===== src/rtl/bcd_pkg.sv =====
// rtl/bcd_pkg.sv - shared types, constants and helpers for the BCD converter
package bcd_pkg;

  // Converter control states
  typedef enum logic {
    IDLE  = 1'b0,
    SHIFT = 1'b1
  } state_t;

  // Width of one packed BCD digit
  localparam int DIGIT_W = 4;

  // Largest value representable in the given number of decimal digits
  function automatic int bcd_max(input int digits);
    int r;
    r = 1;
    for (int i = 0; i < digits; i++) begin
      r = r * 10;
    end
    return r - 1;
  endfunction

endpackage


===== src/rtl/bcd_digit_adj.sv =====
// rtl/bcd_digit_adj.sv - add-3 correction for one BCD digit before a shift
module bcd_digit_adj
  import bcd_pkg::*;
(
  input  logic [DIGIT_W-1:0] i_digit,
  output logic [DIGIT_W-1:0] o_digit
);

  // Digits of 5 or more would exceed 9 after doubling, so pre-bias by 3
  always_comb begin
    o_digit = i_digit;
    if (i_digit >= DIGIT_W'(5)) begin
      o_digit = i_digit + DIGIT_W'(3);
    end
  end

endmodule


===== src/rtl/bin_to_bcd_seq.sv =====
// rtl/bin_to_bcd_seq.sv - sequential double-dabble binary to packed BCD converter
module bin_to_bcd_seq
  import bcd_pkg::*;
#(
  parameter int BIN_W  = 10,
  parameter int DIGITS = 3
) (
  input  logic                       clk,
  input  logic                       rst,
  input  logic                       in_valid,
  output logic                       in_ready,
  input  logic [BIN_W-1:0]           in_bin,
  output logic                       out_valid,
  output logic [DIGIT_W*DIGITS-1:0]  out_bcd,
  output logic                       out_ovf
);

  // One spare digit keeps intermediate carries during the shift
  localparam int BCD_W = DIGIT_W * (DIGITS + 1);
  localparam int OUT_W = DIGIT_W * DIGITS;
  localparam int CNT_W = $clog2(BIN_W + 1);
  localparam int CMP_W = BIN_W + 4;
  localparam logic [CMP_W-1:0] MAX_VAL   = CMP_W'(bcd_max(DIGITS));
  localparam logic [OUT_W-1:0] ALL_NINES = {DIGITS{4'h9}};

  state_t                   r_state;
  state_t                   w_state_next;
  logic [BIN_W-1:0]         r_bin_sr;
  logic [BCD_W-1:0]         r_bcd_sr;
  logic [CNT_W-1:0]         r_bit_cnt;
  logic                     r_ovf;
  logic                     r_out_valid;
  logic [OUT_W-1:0]         r_out_bcd;
  logic                     r_out_ovf;
  logic [BCD_W-1:0]         w_adj;
  logic [BCD_W+BIN_W-1:0]   w_shift;
  logic                     w_accept;
  logic                     w_done;

  // Per-digit add-3 correction on the current BCD accumulator
  for (genvar g = 0; g < DIGITS + 1; g++) begin : g_adj
    bcd_digit_adj u_adj (
      .i_digit (r_bcd_sr[g*DIGIT_W +: DIGIT_W]),
      .o_digit (w_adj[g*DIGIT_W +: DIGIT_W])
    );
  end

  assign w_shift = {w_adj, r_bin_sr} << 1;

  // State register
  always_ff @(posedge clk) begin
    if (rst) begin
      r_state <= IDLE;
    end else begin
      r_state <= w_state_next;
    end
  end

  // Next-state decode and handshake; ready never looks at in_valid
  always_comb begin
    w_state_next = r_state;
    in_ready     = 1'b0;
    w_accept     = 1'b0;
    w_done       = 1'b0;
    case (r_state)
      IDLE: begin
        in_ready = !rst;
        w_accept = in_valid;
        if (in_valid) begin
          w_state_next = SHIFT;
        end
      end
      SHIFT: begin
        w_done = (r_bit_cnt == CNT_W'(1));
        if (w_done) begin
          w_state_next = IDLE;
        end
      end
      default: w_state_next = IDLE;
    endcase
  end

  // Shift registers, bit counter and result registers
  always_ff @(posedge clk) begin
    if (rst) begin
      r_bin_sr    <= '0;
      r_bcd_sr    <= '0;
      r_bit_cnt   <= '0;
      r_ovf       <= 1'b0;
      r_out_valid <= 1'b0;
      r_out_bcd   <= '0;
      r_out_ovf   <= 1'b0;
    end else begin
      r_out_valid <= 1'b0;
      if (w_accept) begin
        r_bin_sr  <= in_bin;
        r_bcd_sr  <= '0;
        r_bit_cnt <= CNT_W'(BIN_W);
        r_ovf     <= ({4'b0, in_bin} > MAX_VAL);
      end else if (r_state == SHIFT) begin
        r_bcd_sr  <= w_shift[BCD_W+BIN_W-1:BIN_W];
        r_bin_sr  <= w_shift[BIN_W-1:0];
        r_bit_cnt <= r_bit_cnt - CNT_W'(1);
        if (w_done) begin
          r_out_bcd   <= r_ovf ? ALL_NINES : w_shift[BIN_W+OUT_W-1:BIN_W];
          r_out_ovf   <= r_ovf;
          r_out_valid <= 1'b1;
        end
      end
    end
  end

  assign out_valid = r_out_valid;
  assign out_bcd   = r_out_bcd;
  assign out_ovf   = r_out_ovf;

endmodule


===== config.mk =====
export PLATFORM = sky130hd
export DESIGN_NAME = bin_to_bcd_seq
export DESIGN_NICKNAME = d
export VERILOG_FILES = /design/src/rtl/bcd_pkg.sv /design/src/rtl/bcd_digit_adj.sv /design/src/rtl/bin_to_bcd_seq.sv
export SDC_FILE = /design/constraint.sdc
export NUM_CORES = 1
export LEC_CHECK = 0
export ABC_CLOCK_PERIOD_IN_PS = 1500
export CAP_MARGIN = 15
export CORE_MARGIN = 5
export CORE_UTILIZATION = 48
export CTS_CLUSTER_DIAMETER = 200
export DETAILED_ROUTE_END_ITERATION = 7
export PLACE_DENSITY = 0.73
export SETUP_SLACK_MARGIN = 0.3
export SLEW_MARGIN = 20
export SYNTH_ARGS = -nofsm -noshare
export SYNTH_HDL_FRONTEND = slang
export SYNTH_HIERARCHICAL = 1
export SYNTH_SLANG_ARGS = --single-unit
export TNS_END_PERCENT = 5

===== constraint.sdc =====
create_clock -name clk -period 1.5 [get_ports clk]
set_clock_uncertainty 0.15 [all_clocks]
set_input_delay 0.225 -clock clk [delete_from_list [all_inputs] [get_ports clk]]
set_output_delay 0.225 -clock clk [all_outputs]
set_load 0.02 [all_outputs]

==> impl_metrics.json <==
{
  "clockPowerShare_pct": 37.9,
  "violations": "negative setup slack",
  "htreeDepth": 2,
  "power_density_nw_per_um2": 862,
  "endpoint_kind": "flop",
  "cp.required_ns": 1.59,
  "hpwl_um": 2750,
  "post-place-ws_ns": -0.316,
  "syn_nets": 227,
  "period_share_pct": 101,
  "die-area_sq_um": 5330,
  "irDropWorstVdd_v": 0.000646,
  "holdCritPathClass": "reg2reg",
  "p_switching_uw": 547,
  "nets": 274,
  "rsz0062_at_grt": "true",
  "grt_pass1_vias": 1519,
  "core_area_sq_um": 3740,
  "final_core_utilization_pct": 72.4,
  "drtIter0Drc": 77,
  "clockBufferDepth": 2,
  "grt_max_degree": 17,
  "grt_pass1_wl_um": 6910,
  "initial_utilization_pct": 50.9,
  "antenna_cells": 0,
  "n_fill_cell": 295,
  "fmax_mhz": 663,
  "vias_per_cell": 5.10,
  "layout-drive-gt1-share_pct": 37.0,
  "clk_latency_ns": 0.30,
  "syn_avg_cell_area_sq_um": 9.24,
  "comb_power_share_pct": 12.1,
  "drc": 0,
  "startpoint_type": "flop",
  "cts_root_buf": "clkbuf_8",
  "hold_viol": 0,
  "drt_pre_antenna_iters": 4,
  "cts_hold_buf": 0,
  "grt_remaining_overflow": 0,
  "antenna_found_initial": 0,
  "ios": 28,
  "die_x_um": 73.0,
  "ys.warnings.count": 6,
  "tns_ns": -0.0185,
  "syn_inst": 206,
  "min_period_ns": 1.51,
  "fp-row-count": 22,
  "syn2layout_area_growth_pct": 42.3,
  "gp_congestion": 0.799,
  "switching_share_pct": 23.4,
  "whs_ns": 0.311,
  "synth_area_sq_um": 1900,
  "path_max_fanout": 3,
  "path_clk_slew_ns": 0.08,
  "die_h_um": 73.0,
  "wl_um": 4070,
  "tightest_slew_ns": 0.359,
  "maxCapViolations": 0,
  "vias": 1539,
  "setup_slack_ns": -0.00751,
  "cts_sinks": 42,
  "grt_usage_pct": 16.6,
  "p_seq_share_pct": 50.0,
  "tritoncts": "yes",
  "maxSlewViolCount": 0,
  "portBuffers": 27,
  "setup_violations": 5,
  "p_int_mw": 1.79,
  "status": "finished with violations",
  "slew_headroom_pct": 76.0,
  "crit_type": "reg2reg",
  "drt-wirelength-per-cell_um": 13.5,
  "worstPathArrival_ns": 1.60,
  "ant_nets": 0,
  "cts_buffers": 5,
  "p_leak_nw": 1.09
}
[routing by layer]
| layer | GRT usage, % | up-vias | part of all wire (%) |
|---|---|---|---|
| met5 | 0 | - | 0 |
| li1 | - | 795 | - |
| met4 | 5.53 | 0 | 1.2 |
| met1 | 21.0 | 719 | 47 |
| met3 | 5.10 | 6 | 4.1 |
| met2 | 26.6 | 19 | 48 |
[final timing paths]
kind                            startpoint                       end  slack (ns)  depth (start not counted)
setup / recovery  r_bcd_sr[5]$_SDFFE_PP0P_  r_bcd_sr[6]$_SDFFE_PP0P_      -0.008                          7
hold / removal    r_bin_sr[1]$_SDFFE_PP0P_  r_bin_sr[2]$_SDFFE_PP0P_        0.31                          2
setup reg to reg  r_bcd_sr[5]$_SDFFE_PP0P_  r_bcd_sr[6]$_SDFFE_PP0P_      -0.008                          7
hold reg to reg   r_bin_sr[1]$_SDFFE_PP0P_  r_bin_sr[2]$_SDFFE_PP0P_        0.31                          2
[power by group through the flow]
stage / Clock, mW / Sequential (mW) / Combinational [mW]
6_report: 0.885 / 1.17 / 0.282
5_1_grt: 0.960 / 1.17 / 0.307
2_1_floorplan: 0 / 1.19 / 0.154
3_5_place_dp: 0 / 1.19 / 0.257
3_3_place_gp: 0 / 1.19 / 0.254
4_1_cts: 0.901 / 1.17 / 0.278
[stage by stage]
| stage | total power [mW] | instances | area, sq um |
|---|---|---|---|
| 2_1_floorplan | 1.34 | 206 | 1970 |
| 3_3_place_gp | 1.45 | 292 | 2430 |
| 3_5_place_dp | 1.45 | 292 | 2430 |
| 4_1_cts | 2.35 | 302 | 2620 |
| 5_1_grt | 2.44 | 302 | 2710 |
| 6_report | 2.34 | 302 | 2710 |
[worst max-delay path, stage by stage (launching register included)]
cell and delay, ns:
dfxtp_2 0.36, inv_4 0.05, ha_4 0.15, nand2b_4 0.14, a21oi_4 0.15, mux2i_2 0.26
mux2i_1 0.10, nor2_1 0.09
[layout make-up]
| type | count | area [sq um] | share of cell area, % |
|---|---|---|---|
| sequential | 42 | 863 | 31.9 |
| multi-input combinational | 143 | 1150 | 42.5 |
| timing repair buffer | 50 | 477 | 17.6 |
| inverter | 11 | 48.8 | 1.80 |
| clock buffer | 5 | 68.8 | 2.54 |
| clock inverter | 3 | 40.0 | 1.48 |
| tap | 48 | 60.1 | 2.22 |
[sequential cells by signal (all words and copies together), names as in the netlist]
| signal | cells |
|---|---|
| out_bcd | 12 |
| out_ovf | 1 |
| out_valid | 1 |
| r_bcd_sr | 12 |
| r_bin_sr | 10 |
| r_bit_cnt | 4 |
| r_ovf | 1 |
| r_state | 1 |
[layout by cell type, fill, tap and decap left out, types with 3 or more instances in the layout]
cell type / count
a21oi_1: 9
a21oi_4: 3
a22o_1: 7
buf_12: 3
buf_4: 23
buf_6: 9
clkbuf_8: 5
clkdlybuf4s50_1: 10
dfxtp_1: 30
dfxtp_2: 9
dfxtp_4: 3
ha_4: 5
inv_1: 3
inv_2: 5
inv_4: 3
mux2_1: 9
mux2i_1: 13
mux2i_2: 3
nand2_1: 28
nand2b_4: 4
nor2_1: 23
nor3_1: 3
o2bb2ai_1: 5
xnor2_1: 4
[what timing repair did]
action / CTS / global route
cloned: 0 / 0
pin swaps: 21 / 5
setup buffers: 2 / 0
endpoints found under the setup margin: 54 / 48
gates resized for setup: 105 / 24
Power figures use the tool's default switching activity.
